### config.mk
export PLATFORM = sky130hd
export DESIGN_NAME = div_engine
export DESIGN_NICKNAME = d
export VERILOG_FILES = /design/src/rtl/div_engine_pkg.sv /design/src/rtl/div_engine_step.sv /design/src/rtl/div_engine.sv
export SDC_FILE = /design/constraint.sdc
export NUM_CORES = 1
export LEC_CHECK = 0
export CAP_MARGIN = 20
export CORE_MARGIN = 2
export CORE_UTILIZATION = 25
export CTS_CLUSTER_SIZE = 8
export DETAILED_ROUTE_END_ITERATION = 12
export GPL_ROUTABILITY_DRIVEN = 0
export PLACE_DENSITY = 0.39
export SYNTH_ARGS = -nofsm -noshare
export SYNTH_HDL_FRONTEND = slang
export SYNTH_SLANG_ARGS = --single-unit
### constraint.sdc
create_clock -name clk -period 8.45 [get_ports clk]
set_input_delay 1.2675 -clock clk [delete_from_list [all_inputs] [get_ports clk]]
set_output_delay 1.2675 -clock clk [all_outputs]
set_load 0.005 [all_outputs]
### src/rtl/div_engine_pkg.sv
// Shared types and constants for the div_engine restoring divider.
// Falls back to a 32-bit DATALENGTH when the CPU-wide define is absent.
`ifndef DATALENGTH
`define DATALENGTH 32
`endif

package div_engine_pkg;

  localparam int DATA_WIDTH = `DATALENGTH;
  localparam int DIV_ITER   = 32;
  localparam int CNT_WIDTH  = 5;

  typedef enum logic [1:0] {
    DIV_IDLE = 2'd0,
    DIV_CALC = 2'd1,
    DIV_DONE = 2'd2
  } divState_e;

endpackage

### src/rtl/div_engine_step.sv
// One combinational restoring-division step on the packed {rem, quot} pair.
module div_engine_step #(
  parameter int WIDTH = 32
) (
  input  logic [2*WIDTH-1:0] remQuotIn,
  input  logic [WIDTH-1:0]   divisor,
  output logic [2*WIDTH-1:0] remQuotOut
);

  logic [WIDTH:0]   remShift;
  logic [WIDTH-1:0] trial;
  logic             fits;

  // The shifted remainder may carry one bit past WIDTH, so compare on WIDTH+1 bits.
  assign remShift = remQuotIn[2*WIDTH-1:WIDTH-1];
  assign fits     = (remShift >= {1'b0, divisor});
  // When fits is set the difference is below the divisor, so WIDTH bits hold it exactly.
  assign trial    = remShift[WIDTH-1:0] - divisor;

  assign remQuotOut = {fits ? trial : remShift[WIDTH-1:0], remQuotIn[WIDTH-2:0], fits};

endmodule

### src/rtl/div_engine.sv
// Multi-cycle MIPS DIV/DIVU engine producing the HI (remainder) / LO (quotient) pair.
// Optional macro DIV_ZERO_FAST_EN: a zero divisor skips the iteration and completes at T+1.
module div_engine
  import div_engine_pkg::*;
#(
  parameter int WIDTH = DATA_WIDTH
) (
  input  logic             clk,
  input  logic             rst,
  input  logic             div_start,
  input  logic             div_signed,
  input  logic             flush,
  input  logic [WIDTH-1:0] src_a,
  input  logic [WIDTH-1:0] src_b,
  output logic             div_busy,
  output logic             is_div,
  output logic [WIDTH-1:0] div_high,
  output logic [WIDTH-1:0] div_low
);

  localparam logic [CNT_WIDTH-1:0] LAST_ITER = CNT_WIDTH'(DIV_ITER - 1);

  function automatic logic [WIDTH-1:0] condNeg(input logic [WIDTH-1:0] value, input logic neg);
    return neg ? -value : value;
  endfunction

  divState_e              state;
  logic [2*WIDTH-1:0]     remQuot;
  logic [2*WIDTH-1:0]     stepOut;
  logic [WIDTH-1:0]       divisorReg;
  logic [CNT_WIDTH-1:0]   iterCnt;
  logic                   quotNeg;
  logic                   remNeg;

  logic                   signA;
  logic                   signB;
  logic [WIDTH-1:0]       magA;
  logic [WIDTH-1:0]       magB;

  assign signA = div_signed & src_a[WIDTH-1];
  assign signB = div_signed & src_b[WIDTH-1];
  assign magA  = condNeg(src_a, signA);
  assign magB  = condNeg(src_b, signB);

  // Combinational so the issuing instruction stalls in its own cycle.
  assign div_busy = (state == DIV_CALC) | (div_start & ~flush & (state != DIV_CALC));

  div_engine_step #(
    .WIDTH(WIDTH)
  ) u_step (
    .remQuotIn (remQuot),
    .divisor   (divisorReg),
    .remQuotOut(stepOut)
  );

  // NOTE: every register here is state, so all updates are non-blocking (<=).
  always_ff @(posedge clk) begin
    if (rst) begin
      state      <= DIV_IDLE;
      is_div     <= 1'b0;
      div_high   <= '0;
      div_low    <= '0;
      remQuot    <= '0;
      divisorReg <= '0;
      iterCnt    <= '0;
      quotNeg    <= 1'b0;
      remNeg     <= 1'b0;
    end else begin
      is_div <= 1'b0;
      if (flush) begin
        state <= DIV_IDLE;
      end else begin
        case (state)
          DIV_CALC: begin
            remQuot <= stepOut;
            iterCnt <= iterCnt + 1'b1;
            if (iterCnt == LAST_ITER) begin
              state    <= DIV_DONE;
              is_div   <= 1'b1;
              div_low  <= condNeg(stepOut[WIDTH-1:0], quotNeg);
              div_high <= condNeg(stepOut[2*WIDTH-1:WIDTH], remNeg);
            end
          end
          default: begin
            if (div_start) begin
              quotNeg    <= signA ^ signB;
              remNeg     <= signA;
              divisorReg <= magB;
              remQuot    <= {{WIDTH{1'b0}}, magA};
              iterCnt    <= '0;
`ifdef DIV_ZERO_FAST_EN
              if (magB == '0) begin
                state    <= DIV_DONE;
                is_div   <= 1'b1;
                div_low  <= condNeg({WIDTH{1'b1}}, signA ^ signB);
                div_high <= condNeg(magA, signA);
              end else begin
                state <= DIV_CALC;
              end
`else
              state <= DIV_CALC;
`endif
            end else begin
              state <= DIV_IDLE;
            end
          end
        endcase
      end
    end
  end

endmodule

==> results by group, run 1 <==
STA
  – Crit share post-route: 0.593
  – Setup Skew: 0.0149 ns
  – Final min period: approximately 5.0 ns
  – Worst rel slew slack: 0.326
  – Worst Tran Pin Value: about 1.0 ns
  – Slew Viols, Final: 0
  – Setup-failing EPs final: 0
  – Fmax: ~0.2 GHz
  – Final Hold Violating Endpoints: 0
  – Post-Route Setup TNS: 0 ns
  – RSZ-0062 raised after global routing: no

Layout
  – Layout cells sized above 1: 0.0473
  – Finished Layout Cells: 2229
  – FILL cells: roughly 4900
  – Antenna diodes: 0
  – Syn-to-layout area delta: 21.0%
  – Layout Nets: between 1500 and 2000
  – Sequential cell area: 3400 sq um
  – Footprint of the multi-input gates: approximately 7600 sq um

Die
  – Die area: 47800 sq um
  – I/O Pins: 135
  – Core area: between 40000 and 50000 sq um
  – Die Width: 219 um
  – Starting Density: 0.254
  – Die Y: 219 um
  – Rows: 78

Global route
  – Number of global-route vias before repair: roughly 11000
  – Antenna violations before repair: 0
  – Gr usage total: 0.182
  – Total grt overflow: 0
  – Largest net degree at the start of global routing: between 80 and 90
  – First-pass GRT wire length: 66.2 mm

Yosys
  – #FFs+latches synth: 170
  – Avg Inst Size Synth: between 7 and 8 sq um
  – Synth Flop Type: dfxtp_1
  – Synth area leader: dfxtp_1
  – Seq/Total Area, Yosys: 0.296
  – Number of flops mapped to enable cells by yosys: 0
  – Post-synth ARST share: 0
  – Syn_nets: ~1700
  – Cell variety after synth: 81
  – Synth top area cells: dfxtp_1 (30%), nor2_1 (7.1%), xor2_1 (6.0%)
  – Post-synth top area share: 0.296
  – Cell Area, Synth: about 12000 sq um
  – Synth Warn #: 0
  – Synthesized instance count: roughly 1500

Setup path
  – Worst Path Required: between 8 and 9 ns
  – Critical Path, Cell by Cell: ha_1, nand2_1, or3_4, or4_4, and3_4, nand2_8, mux2i_1, ha_1, nand3_1, nor4_1, o22ai_1, or4b_4, a222oi_1, a21oi_1
  – Cell family with most CP delay: simple AND/OR/NAND/NOR gates
  – WP buf/inv: 0
  – Crit path largest cell delay: ~0.57 ns
  – Critical Path End Type: flip-flop
  – Most frequent CP cell: ha_1
  – Worst-path maximum fanout: between 40 and 50
  – Critical Path AT: approximately 5.3 ns
  – Setup CP Type: reg -> reg
  – CP Launch Type: flip-flop
  – Slowest cell on crit path: or4b_4

Routing
  – Vias: ~11000
  – First DRT Iteration DRCs: a little under 700
  – Residual DRC: 0
  – Final WL: roughly 43 mm
  – DR pass1 iterations: 5
  – Vias per cell: around 5.1
  – Post-route antenna net violation count: 0
  – Drt wl/cell: roughly 19 um

Clock tree
  – Cts hold-fix bufs: 0
  – CTS tree: yes
  – Root Buffer Master: clkbuf_16
  – Clk buf depth: 2
  – Clk sink count: 170
  – Max H-tree Level: 4
  – Worst-path clk slew: approximately 0.07 ns
  – Post_cts resized: 0
  – # Post-CTS Setup Buffers: 0
  – Num CTS Buffers: 17
  – Worst-Skew Late Latency: between 0.4 and 0.5 ns

Placement
  – DP HPWL: 32.6 mm
  – Placed cell count: approximately 2200
  – Port Buf Inserts: 134

Pwr
  – Cell Pwr Density: about 150 nW/um^2
  – Sequential cell fraction of total power: 0.395
  – Pleak: 0.00498 uW
  – Clock power frac: 0.361
  – Net Sw Frac: 0.347
  – Internal power: between 1000 and 1500 uW
  – Sw Pwr: 745 uW
  – Worst vdd ir: approximately 0.11 mV
  – Combinational share of power: 0.244

Job
  – Maxcap violations: 0

Outcome
  – Status: complete, no violations

Worst hold path
  – HP Class: reg -> reg
==> cell usage after synthesis, types with 7 or more instances <==
master and n:
and3_1 9, or3_1 24, a211oi_1 86, nor2_1 219, xor2_1 79, nand2_1 178, o211ai_1 10, nand2b_1 15
clkbuf_1 81, nor3_1 35, xnor2_1 49, ha_1 38, nor4_1 16, o31ai_1 22, a311oi_1 14, a22oi_1 25
nand3_1 28, o41ai_1 13, inv_1 46, nand4_1 11, a21oi_1 129, and2_1 17, buf_2 8, mux2i_1 14
dfxtp_1 170, o21ai_0 79, a21o_1 8, o21a_1 10, or4_1 7
==> power groups by stage <==
stage,registers [uW],clock network [uW],logic (uW)
floorplan,857,0,348
global placement,867,0,524
detailed placement,867,0,519
CTS,848,811,522
global route,851,843,577
finish,848,776,523
==> worst min-delay path: cells and delay by family (launching register included) <==
| family | cells | cell delay [ns] |
|---|---|---|
| flip-flops | 1 | 0.31 |
| AND/OR/NAND/NOR | 1 | 0.05 |
| AO/OA/AOI/OAI | 1 | 0.05 |
==> final cells by class <==
type                       count  area share
multi-input combinational   1231       0.544
sequential                   170       0.244
tap                          600      0.0539
clock inverter                13     0.00764
inverter                      48      0.0133
clock buffer                  19      0.0318
timing repair buffer         148       0.105
==> state kept, by name (all words and copies together) (netlist names) <==
signal / count
div_high: 32
remQuot: 64
divisorReg: 32
quotNeg: 1
state: 2
div_low: 32
is_div: 1
remNeg: 1
iterCnt: 5
==> per-stage QoR <==
stage	hold slack [ns]	total power (uW)	setup slack [ns]	cell area (sq um)	util
global route	0.468	2270	3.08	13900	0.307
detailed placement	0.446	1390	3.51	13300	0.294
global placement	0.445	1390	3.62	13300	0.294
floorplan	0.436	1200	3.66	11500	-
finish	0.452	2150	3.44	13900	0.307
CTS	0.458	2180	3.49	13900	0.306
==> worst paths after layout <==
path               startpoint           end  slack, ns  depth (start not counted)
setup / recovery  remQuot[43]  div_high[28]       3.44                         14
hold / removal     div_low[9]    div_low[9]       0.45                          2
setup reg to reg  remQuot[43]  div_high[28]       3.44                         14
hold reg to reg    div_low[9]    div_low[9]       0.45                          2
==> layout by cell type (no fill, tap or decap), drive strengths merged, types with 6 or more instances in the layout <==
| cell | count |
|---|---|
| nand2 | 180 |
| o211ai | 10 |
| a211oi | 87 |
| or4 | 9 |
| and2 | 17 |
| a21oi | 130 |
| nand4 | 12 |
| a22oi | 25 |
| o21a | 10 |
| dfxtp | 170 |
| inv | 54 |
| o41ai | 14 |
| or3 | 25 |
| or2 | 7 |
| nand2b | 15 |
| clkbuf | 19 |
| nand3 | 28 |
| nor3 | 35 |
| xnor2 | 49 |
| nor4 | 18 |
| xor2 | 79 |
| and3 | 10 |
| a311oi | 14 |
| o21ai | 83 |
| buf | 15 |
| clkinv | 6 |
| o31ai | 24 |
| a21o | 8 |
| ha | 38 |
| mux2i | 14 |
| nor2 | 219 |
| clkdlybuf4s50 | 133 |
==> cells by family after synthesis <==
kind of cell / Yosys count / synth area share
xor+xnor: 128 / 0.0974
compound gates: 454 / 0.262
fa+ha+maj: 39 / 0.0431
simple gates: 594 / 0.240
flops: 170 / 0.296
mux: 16 / 0.0141
buf+inv: 141 / 0.0474
==> layer usage <==
metal	GRT usage	vias to the layer above	share of wire
met4	0.0503	0	0.016
met1	0.266	5388	0.51
met2	0.273	241	0.43
met5	0	-	0
met3	0.0310	40	0.040
li1	-	5699	-
Note: power is estimated with default switching activity, not from simulation.
==> run 2: changes to the inputs <==
--- a/config.mk
+++ b/config.mk
@@ -11,7 +11,7 @@
 export CTS_CLUSTER_SIZE = 8
 export DETAILED_ROUTE_END_ITERATION = 12
 export GPL_ROUTABILITY_DRIVEN = 0
-export PLACE_DENSITY = 0.39
+export PLACE_DENSITY = 0.4
 export SYNTH_ARGS = -nofsm -noshare
 export SYNTH_HDL_FRONTEND = slang
 export SYNTH_SLANG_ARGS = --single-unit
==> constraint.sdc (replaced) <==
create_clock -name clk -period 4.1 [get_ports clk]
set_input_delay 0.615 -clock clk [delete_from_list [all_inputs] [get_ports clk]]
set_output_delay 0.615 -clock clk [all_outputs]
set_load 0.005 [all_outputs]
==> run 2 against run 1 <==
Power up 120%. First-iteration DRC count up 1.2%. Sequential power up 110%. Setup slack worse by 3.4 ns. Utilization up 3.0 points. Global-route usage up 0.64 points. Sequential share of layout area down 2.1 points. Die area unchanged. Final cell count up 5.5%. Via count up 4.8%. Clock power up 120%. Largest cell class unchanged. Largest power group unchanged. Highest routed layer unchanged.
==> results by group, run 2 (same netlist as run 1, synthesis figures left out) <==
Pwr
  – Internal power: 3110 uW (+120%)
  – Tot Pwr: 4720 uW (+120%)
  – Sw Pwr: 1600 uW (+120%)
  – Sequential cell fraction of total power: 0.370 (-0.025)
  – Net Sw Frac: 0.340 (-0.00744)
  – Worst vdd ir: 0.288 mV (+150%)
  – Pleak: 0.00565 uW (+13%)
  – Combinational share of power: 0.273 (+0.029)
  – Clock power frac: 0.357 (-0.004)
  – Cell Pwr Density: 309 nW/um^2 (+100%)

Die
  – Core area: 45400 sq um (unchanged)
  – I/O Pins: 135 (unchanged)
  – Starting Density: 0.254 (unchanged)
  – Die Width: 219 um (unchanged)
  – Die Y: 219 um (unchanged)
  – Die area: 47800 sq um (unchanged)
  – Rows: 78 (unchanged)

Clock tree
  – CTS tree: yes
  – Clk sink count: 170 (unchanged)
  – Num CTS Buffers: 17 (unchanged)
  – Worst-path clk slew: 0.07 ns (about the same)
  – Clk buf depth: 2 (unchanged)
  – Worst-Skew Late Latency: 0.50 ns (about the same)
  – Root Buffer Master: clkbuf_16
  – Max H-tree Level: 4 (unchanged)

Setup path
  – CP Launch Type: flip-flop
  – Reg2reg start: divisorReg[13]
  – Setup CP Type: reg -> reg
  – Worst Path Required: 4.51 ns (-4.27 ns)
  – Critical Path, Cell by Cell: inv_1, ha_4, nand2_4, or3_4, or4_4, and3_4, nand2_8, mux2i_4, ha_4, o2111ai_1, o32ai_2, buf_4, nand4_1, nor4_2, nand3_1, o311ai_2
  – Crit path largest cell delay: 0.55 ns (-0.02 ns)
  – Worst Setup SP: divisorReg[13]
  – Critical Path AT: 4.47 ns (-0.87 ns)
  – Most frequent CP cell: ha_4
  – Slowest cell on crit path: or4_4
  – Critical Path End Type: flip-flop
  – Worst-path maximum fanout: 6 (-86%)

STA
  – Setup-failing EPs final: 0 (unchanged)
  – RSZ-0062 raised after global routing: yes
  – Worst rel slew slack: 0.344 (+0.0184)
  – Post-Route Setup TNS: 0 ns (unchanged)
  – Slew Viols, Final: 0 (unchanged)
  – Setup Skew: 0.0130 ns (-0.00190 ns)
  – Crit share post-route: 0.992 (+0.400)
  – Fmax: 0.246 GHz (+23%)
  – Final Hold Violating Endpoints: 0 (unchanged)
  – Worst Tran Pin Value: 0.980 ns (-0.0275 ns)
  – Final min period: 4.07 ns (-0.939 ns)
  – Hold_ws: 0.456 ns (+0.00369 ns)

Routing
  – Vias: 11900 (+4.8%)
  – Drt wl/cell: 18.8 um (-2.1%)
  – Vias per cell: 5.07 (-0.65%)
  – DR pass1 iterations: 5 (unchanged)
  – First DRT Iteration DRCs: 688 (+1.2%)
  – Residual DRC: 0 (unchanged)
  – Final WL: 44.3 mm (+3.3%)
  – Post-route antenna net violation count: 0 (unchanged)

Layout
  – Largest Register: remQuot
  – Most frequent cells in the layout: nor2_1 (218), nand2_1 (177), dfxtp_1 (160), clkdlybuf4s50_1 (133), buf_4 (131)
  – Layout cells sized above 1: 0.139 (+0.0914)
  – Syn-to-layout area delta: 32.7%
  – Layout Nets: 1847 (+7.1%)
  – FILL cells: 4869 (-1.4%)
  – Antenna diodes: 0 (unchanged)
  – Post-route cell area: 15300 sq um (+9.7%)
  – Most common cell after layout, fill and taps aside: nor2_1
  – Largest register FFs: 64 (unchanged)

Global route
  – Antenna violations before repair: 0 (unchanged)
  – Largest net degree at the start of global routing: 79 (-6.0%)
  – Number of global-route vias before repair: 11500 (+4.9%)
  – Total grt overflow: 0 (unchanged)
  – First-pass GRT wire length: 68.6 mm (+3.6%)
  – Gr usage total: 0.189 (+0.00640)

Placement
  – Placed Area: 14400 sq um (+7.7%)
  – DP HPWL: 34.4 mm (+5.5%)
  – Port Buf Inserts: 134 (unchanged)

Worst hold path
  – Hold_sp: div_high[16]
  – HP Class: reg -> reg

Outcome
  – Status: complete, no violations

Job
  – Maxcap violations: 0 (unchanged)
run 2: power groups by stage:
stage	logic, uW	clock network, uW	registers [uW]
global route	1400	1810	1750
CTS	1230	1740	1740
floorplan	740	0	1770
finish	1290	1690	1740
global placement	1220	0	1780
detailed placement	1220	0	1780
run 2: per-layer routing:
metal | GRT usage | part of all wire | up-vias
li1 | - | - | 5954
met2 | 0.296 | 0.45 | 206
met5 | 0 | 0 | -
met4 | 0.0619 | 0.023 | 0
met3 | 0.0313 | 0.031 | 45
met1 | 0.261 | 0.50 | 5712
run 2: final cells by class:
cell class / count / area, sq um / area share
clock buffer: 19 / 453 / 0.0297
clock inverter: 13 / 143 / 0.00934
inverter: 48 / 185 / 0.0121
multi-input combinational: 1231 / 7870 / 0.515
sequential: 170 / 3420 / 0.224
tap: 600 / 751 / 0.0492
timing repair buffer: 271 / 2450 / 0.161
run 2: worst max-delay path, delay by kind of cell, from the launching register on:
kind                     cells  cell delay, ns
AO/OA/AOI/OAI                3            0.76
adder cells (fa/ha/maj)      2            0.46
buffers and inverters        2            0.21
flip-flops                   1            0.33
multiplexers                 1            0.27
AND/OR/NAND/NOR              8            1.95
run 2: through the flow:
step,worst slack (ns),utilization,instances
floorplan,-0.318,-,1542
global route,-0.135,0.337,2352
global placement,0.0747,0.317,2310
finish,0.0316,0.337,2352
CTS,0.00134,0.331,2344
detailed placement,-0.0138,0.317,2310
run 2: path summary, 6_finish.rpt:
| path | endpoint | slack, ns | depth (start not counted) |
|---|---|---|---|
| worst min register to register | div_high[16] | 0.46 | 2 |
| worst max register to register | div_high[26] | 0.03 | 16 |
| worst min-delay path | div_high[16] | 0.46 | 2 |
| worst max-delay path | div_high[26] | 0.03 | 16 |
run 2: repair_timing:
action                                  in CTS  in global routing
endpoints found under the setup margin       2                 19
resized for setup                            5                 40
pin swaps                                    6                  9
hold buffers                                 0                  0
buffers inserted                             2                  7
endpoints found under the hold margin        0                  0
==> run 3: changes to the inputs <==
--- a/config.mk
+++ b/config.mk
@@ -5,7 +5,7 @@
 export SDC_FILE = /design/constraint.sdc
 export NUM_CORES = 1
 export LEC_CHECK = 0
-export CAP_MARGIN = 20
+export CAP_MARGIN = 10
 export CORE_MARGIN = 2
 export CORE_UTILIZATION = 25
 export CTS_CLUSTER_SIZE = 8
==> run 3 against run 2 <==
Wire length about the same. Die area unchanged. Register-to-register slack better by 0.08 ns. Combinational power about the same. Sequential cell count unchanged. First-iteration DRC count down 5.2%. Clock skew about the same. Setup slack better by 0.079 ns. Critical path depth unchanged. Sequential share of layout area up 0.085 points.
==> results by group, run 3 (same netlist as run 1, synthesis figures left out) <==
Outcome
  – Status: complete, no violations

Clock tree
  – Max H-tree Level: 4 (unchanged)
  – Clk buf depth: 2 (unchanged)
  – CTS tree: yes
  – Worst-path clk slew: 0.07 ns (about the same)
  – Clk sink count: 170 (unchanged)
  – Root Buffer Master: clkbuf_16
  – Worst-Skew Late Latency: 0.50 ns (about the same)
  – Num CTS Buffers: 17 (unchanged)

Die
  – Starting Density: 0.254 (unchanged)
  – Core area: 45400 sq um (unchanged)
  – I/O Pins: 135 (unchanged)
  – Rows: 78 (unchanged)
  – Die area: 47800 sq um (unchanged)
  – Die Y: 219 um (unchanged)
  – Die Width: 219 um (unchanged)

STA
  – Fmax: 0.251 GHz (+2.0%)
  – Worst Setup Slack, final: 0.110 ns (+0.0786 ns)
  – Final Hold Violating Endpoints: 0 (unchanged)
  – Setup Skew: 0.0133 ns (+0.000293 ns)
  – Setup-failing EPs final: 0 (unchanged)
  – Crit share post-route: 0.973 (-0.0192)
  – Worst Tran Pin Value: 1.15 ns (+0.166 ns)
  – Final min period: 3.99 ns (-0.0786 ns)
  – Worst rel slew slack: 0.235 (-0.109)
  – Slew Viols, Final: 0 (unchanged)
  – RSZ-0062 raised after global routing: yes

Placement
  – Pre-CTS worst setup slack: -0.0138 ns (unchanged)
  – Port Buf Inserts: 134 (unchanged)
  – Placed cell count: 2310 (unchanged)
  – DP HPWL: 34.4 mm (unchanged)

Layout
  – Most frequent cells in the layout: nor2_1 (218), nand2_1 (177), dfxtp_1 (160), clkdlybuf4s50_1 (133)
  – Largest Register: remQuot
  – Finished Layout Cells: 2349 (-0.13%)
  – Most common cell after layout, fill and taps aside: nor2_1
  – Syn-to-layout area delta: 32.2%
  – Largest register FFs: 64 (unchanged)
  – Core Util, Final: 0.335 (-0.00127)
  – Layout Nets: 1844 (-0.16%)
  – Antenna diodes: 0 (unchanged)
  – Layout cells sized above 1: 0.137 (-0.00205)

Pwr
  – Worst vdd ir: 0.287 mV (-0.34%)
  – Pleak: 0.00563 uW (-0.43%)
  – Cell Pwr Density: 309 nW/um^2 (+0.17%)

Worst hold path
  – HP Class: reg -> reg

Global route
  – Total grt overflow: 0 (unchanged)
  – Number of global-route vias before repair: 11500 (unchanged)
  – Largest net degree at the start of global routing: 79 (unchanged)
  – Antenna violations before repair: 0 (unchanged)
  – Gr usage total: 0.189 (unchanged)
  – First-pass GRT wire length: 68.6 mm (unchanged)

Routing
  – Residual DRC: 0 (unchanged)
  – Post-route antenna net violation count: 0 (unchanged)
  – DR pass1 iterations: 5 (unchanged)
  – Drt wl/cell: 18.9 um (about the same)
  – Vias per cell: 5.06 (-0.12%)
  – First DRT Iteration DRCs: 652 (-5.2%)
  – Vias: 11900 (-0.24%)
  – Final WL: 44.3 mm (about the same)

Setup path
  – Slack of the worst reg-to-reg path: 0.11 ns (+0.08 ns)
  – Crit path largest cell delay: 0.55 ns (about the same)
  – Worst-path maximum fanout: 6 (unchanged)
  – Critical Path AT: 4.39 ns (-0.08 ns)
  – Cell family with most CP delay: simple AND/OR/NAND/NOR gates
  – Most frequent CP cell: ha_4
  – Setup CP Type: reg -> reg
  – WP buf/inv: 2 (unchanged)
  – Worst Path Required: 4.50 ns (about the same)
  – Slowest cell on crit path: or4_4
  – Critical Path, Cell by Cell: inv_1, ha_4, nand2_4, or3_4, or4_4, and3_4, nand2_8, mux2i_4, ha_4, o2111ai_1, o32ai_2, buf_4, nand4_1, nor4_2, nand3_1, o311ai_2
  – CP Launch Type: flip-flop
  – Critical Path End Type: flip-flop

Job
  – Maxcap violations: 0 (unchanged)
## run 3: area by class of cell
class / count / area (sq um)
Clock buffer: 19 / 453
Clock inverter: 13 / 143
Fill cell: 4870 / 30200
Inverter: 48 / 185
Multi-Input combinational cell: 1231 / 7860
Sequential cell: 170 / 3420
Tap cell: 600 / 751
Timing Repair Buffer: 268 / 2410
## run 3: worst paths after layout
kind                            cells past startpoint      endpoint           start
worst max-delay path                               16  div_high[26]  divisorReg[13]
worst min-delay path                                2  div_high[10]    div_high[10]
worst max register to register                     16  div_high[26]  divisorReg[13]
worst min register to register                      2  div_high[10]    div_high[10]
## run 3: metal layers
metal / GRT usage / up-vias / wire length, um
met5: 0 / - / 0
met4: 0.0619 / 0 / 961
met3: 0.0313 / 41 / 1520
met2: 0.296 / 235 / 19900
met1: 0.261 / 5664 / 21900
li1: - / 5948 / -
## run 3: repair_timing
item                                    in CTS  in global routing
endpoints found under the setup margin       2                 19
resized for setup                            5                 37
hold buffers                                 0                  0
pin swaps                                    6                  6
buffers inserted                             2                  5
cloned                                       0                  0
## run 3: worst register-to-register path, stage by stage, from the launching register on
cell and delay [ns]:
dfxtp_2 0.33, inv_1 0.06, ha_4 0.28, nand2_4 0.05, or3_4 0.38, or4_4 0.55
and3_4 0.22, nand2_8 0.09, mux2i_4 0.27, ha_4 0.18, o2111ai_1 0.15, o32ai_2 0.32
buf_4 0.16, nand4_1 0.15, nor4_2 0.26, nand3_1 0.18, o311ai_2 0.29
## run 3: metrics by stage
stage               area [sq um]  hold WS [ns]  total power [uW]  TNS, ns
floorplan                  11700         0.436              2510   -0.764
global placement           14400         0.443              3000        0
detailed placement         14400         0.446              3000  -0.0146
CTS                        15000         0.453              4720        0
global route               15200         0.471              4960   -0.107
finish                     15200         0.456              4710        0
## run 3: report_power, final
group / leakage [uW] / total, uW / internal [uW] / switching (uW)
combinational: 0.00396 / 1270 / 529 / 743
clock: 0.000287 / 1690 / 883 / 806
sequential: 0.00138 / 1750 / 1700 / 48.9
total: 0.00563 / 4710 / 3110 / 1600
